===== config.mk =====
export PLATFORM = sky130hd
export DESIGN_NAME = alu_wb_stage
export DESIGN_NICKNAME = d
export VERILOG_FILES = /design/src/rtl/alu_wb_stage.sv
export SDC_FILE = /design/constraint.sdc
export NUM_CORES = 1
export LEC_CHECK = 0
export CORE_UTILIZATION = 45
export CTS_BUF_LIST = sky130_fd_sc_hd__clkbuf_8 sky130_fd_sc_hd__clkbuf_16
export CTS_CLUSTER_DIAMETER = 200
export DETAILED_ROUTE_END_ITERATION = 10
export PLACE_DENSITY = 0.82
export RECOVER_POWER = 50
export SYNTH_ARGS = -nofsm -noshare
export SYNTH_HDL_FRONTEND = slang
export SYNTH_SLANG_ARGS = --single-unit

===== constraint.sdc =====
create_clock -name clk -period 1.5 [get_ports clk]
set_input_delay 0.3 -clock clk [delete_from_list [all_inputs] [get_ports clk]]
set_output_delay 0.3 -clock clk [all_outputs]
set_load 0.1 [all_outputs]

===== src/rtl/alu_wb_stage.sv =====
// alu_wb_stage: execute->writeback pipeline stage behind the ALU.
// Buffers up to two ALU results (MAIN + SKID) in front of the register-file
// write port, owns the architectural Z flag and a retired-op counter.
module alu_wb_stage #(
  parameter int DATA_W     = 32,
  parameter int REG_ADDR_W = 4,
  parameter int CNT_W      = 16
) (
  input  logic                  clk,
  input  logic                  rst_n,
  input  logic                  flush,
  input  logic                  in_valid,
  output logic                  in_ready,
  input  logic [DATA_W-1:0]     in_result,
  input  logic                  in_zero,
  input  logic [REG_ADDR_W-1:0] in_rd,
  input  logic                  in_wb_en,
  input  logic                  in_set_flags,
  output logic                  out_valid,
  input  logic                  out_ready,
  output logic [DATA_W-1:0]     out_result,
  output logic [REG_ADDR_W-1:0] out_rd,
  output logic                  out_wb_en,
  output logic                  z_flag,
  output logic [CNT_W-1:0]      retired_count
);

  typedef enum logic [1:0] {
    EMPTY = 2'd0,
    ONE   = 2'd1,
    TWO   = 2'd2
  } state_t;

  typedef struct packed {
    logic [DATA_W-1:0]     result;
    logic                  zero;
    logic [REG_ADDR_W-1:0] rd;
    logic                  wb_en;
    logic                  set_flags;
  } entry_t;

  state_t           state_q, state_d;
  entry_t           main_q, main_d;
  entry_t           skid_q, skid_d;
  logic             z_q, z_d;
  logic [CNT_W-1:0] cnt_q, cnt_d;

  entry_t in_entry;
  logic   in_fire;
  logic   out_fire;

  // Handshake decodes come from registered state only, so in_ready never
  // depends combinationally on out_ready.
  always_comb begin
    in_entry.result    = in_result;
    in_entry.zero      = in_zero;
    in_entry.rd        = in_rd;
    in_entry.wb_en     = in_wb_en;
    in_entry.set_flags = in_set_flags;
    in_ready           = (state_q != TWO);
    out_valid          = (state_q != EMPTY);
    in_fire            = in_valid & in_ready;
    out_fire           = out_valid & out_ready;
  end

  // Next-state, buffer moves and retirement side effects (Z flag, counter).
  always_comb begin
    state_d = state_q;
    main_d  = main_q;
    skid_d  = skid_q;
    z_d     = z_q;
    cnt_d   = cnt_q;

    // The write port has taken MAIN: retire it even if a flush is in progress.
    if (out_fire) begin
      cnt_d = cnt_q + CNT_W'(1);
      if (main_q.set_flags) begin
        z_d = main_q.zero;
      end
    end

    if (flush) begin
      state_d = EMPTY;
    end else begin
      unique case (state_q)
        EMPTY: begin
          if (in_fire) begin
            main_d  = in_entry;
            state_d = ONE;
          end
        end
        ONE: begin
          if (in_fire && out_fire) begin
            main_d = in_entry;
          end else if (in_fire) begin
            skid_d  = in_entry;
            state_d = TWO;
          end else if (out_fire) begin
            state_d = EMPTY;
          end
        end
        TWO: begin
          if (out_fire) begin
            main_d  = skid_q;
            state_d = ONE;
          end
        end
        default: begin
          state_d = EMPTY;
        end
      endcase
    end
  end

  // State, buffers, flag and counter registers with async active-low reset.
  always_ff @(posedge clk or negedge rst_n) begin
    if (!rst_n) begin
      state_q <= EMPTY;
      main_q  <= '0;
      skid_q  <= '0;
      z_q     <= 1'b0;
      cnt_q   <= '0;
    end else begin
      state_q <= state_d;
      main_q  <= main_d;
      skid_q  <= skid_d;
      z_q     <= z_d;
      cnt_q   <= cnt_d;
    end
  end

  assign out_result    = main_q.result;
  assign out_rd        = main_q.rd;
  assign out_wb_en     = main_q.wb_en;
  assign z_flag        = z_q;
  assign retired_count = cnt_q;

endmodule


==> flow_summary.json, run 1 <==
{
  "critPathCaptureType": "register",
  "worst_slew_pin_slew_ns": 1.34,
  "finalHoldViolCount": 0,
  "critPathLaunch": "state_q[1]",
  "synth_seq_area_share_pct": 53.6,
  "fin_area_sq_um": 6910,
  "maxSlewHeadroom_pct": 10.9,
  "dr.pass1.iters": 4,
  "p_leak_nw": 3.17,
  "crit_path_start_kind": "register",
  "p_per_area_nw_per_um2": 1530,
  "place.gp.congestion": 0.772,
  "finClkSkew_ns": 0.0149,
  "fp.coreArea_sq_um": 9770,
  "period_share_pct": 116,
  "cpLargestDelayFamily": "multiplexers",
  "worstPathRequired_ns": 1.73,
  "clockBufferDepth": 2,
  "setup_viol": 84,
  "synthToLayoutAreaGrowth_pct": 52.5,
  "fmax_mhz": 573,
  "port_buffers": 99,
  "syn_avg_cell_area_sq_um": 14.0,
  "drc": 0,
  "ys_warn_count": 0,
  "grt-ovfl-total": 0,
  "htree_levels": 3,
  "wire_per_inst_microns": 17.3,
  "syn_area_sq_um": 4530,
  "ys_seq_elements": 97,
  "worst-endpoint-arrival_ns": 1.98,
  "antenna_cells": 0,
  "gr-usage-all-layers_pct": 18.8,
  "grt_antenna_before_repair": 0,
  "rsz0062_at_grt": "yes",
  "cp_max_fo": 8,
  "yosysUniqueCellTypes": 30,
  "worst_slack_ns": -0.245,
  "ant_nets": 0,
  "die_y_microns": 102,
  "cts.sinks": 97,
  "grt_pass1_wl_mm": 14.7,
  "finalMaxSlewViolations": 0,
  "grt_max_degree": 98,
  "numCtsBuffers": 9,
  "io_pins": 100,
  "period_minus_slack_ns": 1.74,
  "hold_class": "in -> async",
  "fin_nets": 461,
  "critical_path_buf_inv_count": 3,
  "grt_pass1_vias": 2905,
  "violations": "setup timing",
  "fp-row-count": 36,
  "routed_via_density": 4.99,
  "max_stage_delay_ns": 0.44,
  "synth_fp_nets": 368,
  "cts_tree": "built",
  "syn-instance-count": 323,
  "crit_chain": "buf_6, mux2i_2, nor2_2, o21bai_4, buf_12, clkbuf_16, mux2_4",
  "vdd_drop_max_uv": 877,
  "vias": 2762,
  "holdBufCountCts": 0,
  "clk-insertion-delay-late_ns": 0.36,
  "fillers": 653,
  "wl_mm": 9.58,
  "r2r-start": "state_q[1]",
  "path_class": "reg -> reg",
  "drt-initial-drc-count": 59,
  "place_area_sq_um": 6340,
  "status": "complete, but fails checks",
  "cts_root_buf": "clkbuf_8",
  "fin_cells": 553,
  "critPathSlowestCell": "dfrtp_2",
  "start_util_pct": 46.3,
  "clk_pin_slew_ns": 0.09,
  "max_cap_viol_count": 0,
  "dp.final_hpwl_mm": 6.10,
  "dp_cells": 525,
  "dieArea_sq_um": 10500,
  "die_w_microns": 102,
  "drive_gt1_share_pct": 59.8
}
per-layer routing:
| layer | GRT usage, % | routed length, microns |
|---|---|---|
| met5 | 0 | 0 |
| met4 | 7.47 | 159 |
| met3 | 4.10 | 390 |
| met2 | 32.1 | 4890 |
| met1 | 23.2 | 4140 |
cells in the final DEF (no fill, tap or decap), types with 2 or more instances in the layout:
master | netlist | layout
clkbuf_16 | 0 | 2
buf_12 | 0 | 62
mux2_4 | 10 | 76
clkdlybuf4s50_1 | 0 | 42
nand3_2 | 0 | 2
inv_1 | 2 | 3
xnor2_1 | 12 | 12
xor2_1 | 3 | 3
a21oi_1 | 2 | 2
nand4_1 | 3 | 3
nor2_1 | 5 | 5
dfrtp_1 | 97 | 82
clkbuf_4 | 0 | 2
mux2_2 | 102 | 43
clkbuf_8 | 0 | 10
dfrtp_2 | 0 | 7
nand3_1 | 6 | 3
dfrtp_4 | 0 | 8
buf_4 | 36 | 15
buf_6 | 2 | 8
bufinv_16 | 0 | 3
nand2_1 | 8 | 7
power by group:
| group | internal [mW] | total [mW] | switching (mW) |
|---|---|---|---|
| clock network | 1.13 | 2.00 | 0.870 |
| logic | 2.05 | 4.78 | 2.73 |
| registers | 3.25 | 3.77 | 0.522 |
state kept, by name (all words and copies together), names as in the netlist:
name and cells:
out_wb_en 1, main_q 2, state_q 2, out_result 32, z_flag 1, skid_q 39
retired_count 16, out_rd 4
area by class of cell:
type	instances	area (sq um)	share of cell area, %
Timing Repair Buffer	132	1960	28.4
Tap cell	133	166	2.41
Clock buffer	10	138	1.99
Inverter	2	11.3	0.163
Clock inverter	5	97.6	1.41
Multi-Input combinational cell	174	2060	29.9
Sequential cell	97	2470	35.7
cells by family (layout without fill, tap and decap cells):
group | Yosys count | count (layout) | synth area share (%)
buffers and inverters | 52 | 149 | 7.93
AO/OA/AOI/OAI | 5 | 5 | 0.884
flip-flops | 97 | 97 | 53.6
AND/OR/NAND/NOR | 33 | 33 | 3.76
multiplexers | 120 | 120 | 30.6
adder cells (fa/ha/maj) | 1 | 1 | 0.276
XOR/XNOR | 15 | 15 | 2.90
Yosys cell counts:
cell      instances  area, sq um
a21oi_1           2         10.0
inv_1             2         7.51
nor2b_1           2         12.5
buf_4            36          270
nand2_1           8         30.0
mux2_2          102         1150
nor3_1            2         10.0
dfrtp_1          97         2430
nor2_2            1         6.26
nor2_1            5         18.8
and4_1            1         8.76
o2111a_1          1         11.3
mux2_1            7         78.8
buf_2            11         55.1
mux2i_1           1         10.0
xnor2_1          12          105
o21bai_2          1         11.3
xor2_1            3         26.3
buf_6             2         22.5
and2_1            1         6.26
and3_1            1         6.26
ha_1              1         12.5
mux2_4           10          150
o211ai_1          1         7.51
clkbuf_1          1         3.75
or2_2             1         6.26
nor3b_1           1         7.51
nand3_1           6         30.0
nand4_1           3         18.8
or3b_2            1         8.76
per-stage QoR:
step	utilization, %	TNS, ns	power [mW]	hold WS (ns)	worst slack, ns
6_report	70.6	-11.99	10.6	0.310	-0.245
5_1_grt	70.6	-18.89	11.0	0.483	-0.299
4_1_cts	68.8	-9.19	10.5	0.00930	-0.222
3_5_place_dp	64.8	-37.46	8.42	0.398	-0.527
3_3_place_gp	64.8	-33.23	8.29	0.392	-0.458
2_1_floorplan	-	-3.12	6.85	0.00441	-0.137
final timing paths:
kind                               endpoint  slack (ns)  cells after the start
setup / recovery                  out_rd[3]       -0.24                      7
hold / removal                   skid_q[22]        0.31                      2
setup reg to reg                  out_rd[3]       -0.24                      7
hold reg to reg                  skid_q[37]        0.51                      1
max in group asynchronous  retired_count[1]        0.11                      2
min in group clk                 skid_q[37]        0.51                      1
timing repair:
item | 4_1_cts | 5_1_grt
resized for setup | 11 | 35
setup endpoints to repair | 46 | 96
pin swaps | 3 | 5
cloned | 2 | 2
buffers inserted | 6 | 4
Power figures use the tool's default switching activity.
==> run 2: changes to the inputs <==
SLEW_MARGIN = 20   (was default)
==> results of run 2 <==
The final DEF is identical to that of run 1; final timing and power are the same.
==> RTL edit, RTL diff (settings of run 1) <==
Set the parameter `REG_ADDR_W` to 6 (it was 4).
--- a/src/rtl/alu_wb_stage.sv
+++ b/src/rtl/alu_wb_stage.sv
@@ -3,7 +3,7 @@
 // write port, owns the architectural Z flag and a retired-op counter.
 module alu_wb_stage #(
   parameter int DATA_W     = 32,
-  parameter int REG_ADDR_W = 4,
+  parameter int REG_ADDR_W = 6,
   parameter int CNT_W      = 16
 ) (
   input  logic                  clk,
Interface: changed (resized in_rd and out_rd); port bits go from 100 to 104. The function was not compared with the original's and may differ.
==> RTL edit against run 1 <==
The flow still finishes with violations (setup timing). Total power fell by 0.34%. Fmax rose by 5.2%. Global-route usage fell by 1.1 points. Non-clock buffer count rose by 2. Setup slack improved by 0.086 ns. Wire length fell by 4.1%. Cell area fell by 1.6%. Sequential cell count rose by 4. Area after synthesis rose by 4.8%. Critical path type is now reg2out. Highest routed layer unchanged.
==> RTL edit: results (changes against run 1) <==
- Placed insts: 545 (+3.8%)
- Share of cells above drive strength 1: 0.512 (-0.0860)
- Routed met3 length: 468 um (+20%)
- Clock buffer depth: 2 (unchanged)
- Diodes inserted: 0 (unchanged)
- Area after DPL: 0.00644 mm2 (+1.6%)
- R2r setup slk: -0.14 ns (+0.10 ns)
- Slowest-stage cell, CP: dfrtp_1
- Worst slew pin tran: 0.542 ns (-0.794 ns)
- Hold slack: 0.456 ns (+0.146 ns)
- M3 GR Usage: 0.0512 (+0.0101)
- First drt pass iteration count: 4 (unchanged)
- First-pass GRT wire length: 15300 um (+4.2%)
- Detailed placer's ending HPWL: 6700 um (+9.7%)
- Synthesized Nets: 382 (+3.8%)
- Initial antenna violation count: 0 (unchanged)
- Top cells by instance count after synthesis: dfrtp_1, mux2_2, buf_4, mux2_1, xnor2_1
- Latest clock arrival within the worst-skew pair: around 0.35 ns
- Synth Instances: 335 (+3.7%)
- Port bufs: 103 (+4.0%)
- Reg with most FFs: skid_q
- GP Congestion: 0.731 (-5.3%)
- Ys Warns: 0 (unchanged)
- Max IR drop VDD: 1120 uV (+28%)
- CP Data Arrival Time: 1.36 ns (-0.62 ns)
- Largest net degree at the start of global routing: 35 (-64%)
- Iteration-0 DRC Markers: 40 (-32%)
- Clock transition at path regs: ~0.10 ns
- Failing checks: setup timing
- Root Driver: clkbuf_8
- Worst setup margin: -0.159 ns (+0.0860 ns)
- R2r worst-path depth: 5 (-2)
- DR WL met2: 4860 um (-0.72%)
- Via-per-instance ratio: 4.98 (-0.21%)
- Post-place setup slack: -0.506 ns (+0.0213 ns)
- M2 GR Usage: 0.317 (-0.00366)
- Worst R2R Start: state_q[1]
- Max reg flops: 41 (+5.1%)
- Setup skew after layout: 0.00798 ns (-0.00689 ns)
- CP peak stage delay: 0.43 ns
- Nets: 475 (+3.0%)
- WL/cell: 16.2 um (-6.6%)
- GR Util All Layers: 0.177 (-0.0105)
- Post-route insts no fill: 568 (+2.7%)
- Worst r2r dst: out_result[27]
- Setup TNS: -4.68 ns (+7.31 ns)
- Post-synth top area share: 0.533 (-0.00350)
- Largest fanout on the critical path: 4 (-4)
- Sw Share: 0.400 (+0.0103)
- Met1 usage: 0.212 (-0.0201)
- Number of global-route vias before repair: 3104 (+6.9%)
- Distinct cells, synth: 31 (+3.3%)
- Final setup violation count: 44 (-48%)
- Leakage: 2.97 nW (-6.3%)
- Run status: finished with violations
- Sequential cell area fraction in the yosys report: 0.533 (-0.00350)
- WL met1: 3790 um (-8.4%)
- Largest cells by area after synthesis: dfrtp_1, mux2_2, mux2_1
==> RTL edit: timing repair <==
item,CTS,global route
setup buffers,6,1
endpoints found under the setup margin,92,68
gates cloned,0,0
gates resized for setup,15,14
endpoints found under the hold margin,20,0
hold buffers,1,0
pin swaps,4,7
==> RTL edit: layout make-up <==
class,count,area (um2)
flip-flops and latches,101,2560
clock inverters,5,82.6
well taps,136,170
repair buffers,134,1930
clock buffers,10,138
multi-input cells,180,1900
fillers,746,3480
inverters,2,11.3
==> RTL edit: power by group through the flow <==
stage | Clock [W] | Sequential [W] | Combinational (W)
global placement | 0 | 0.00391 | 0.00461
CTS | 0.00194 | 0.00392 | 0.00473
detailed placement | 0 | 0.00396 | 0.00467
global route | 0.00206 | 0.00400 | 0.00487
floorplan | 0 | 0.00434 | 0.00268
finish | 0.00190 | 0.00391 | 0.00471
==> RTL edit: worst max-delay path: cells and delay by family (launching register included) <==
kind                   cells  cell delay, ns
and+or+nand+nor            1            0.25
buffers and inverters      2            0.34
DFF                        1            0.43
==> RTL edit: worst max-delay path by stage <==
stage	startpoint	endpoint	slack [ns]
floorplan	retired_count[0]	retired_count[12]	-0.14
global placement	out_ready	out_result[8]	-0.50
detailed placement	out_ready	out_rd[3]	-0.51
CTS	state_q[1]	out_valid	-0.18
global route	state_q[1]	out_result[6]	-0.21
finish	state_q[1]	out_valid	-0.16
==> RTL edit: cell families (layout without fill, tap and decap cells) <==
logic type | count (synthesis) | count (layout) | synth area share
muxes | 126 | 126 | 0.300
DFF | 101 | 101 | 0.533
buffers and inverters | 54 | 151 | 0.0883
and+or+nand+nor | 33 | 33 | 0.0385
xor gates and xnor gates | 15 | 15 | 0.0277
AOI/OAI and AO/OA | 5 | 5 | 0.0100
adders and majority gates | 1 | 1 | 0.00264
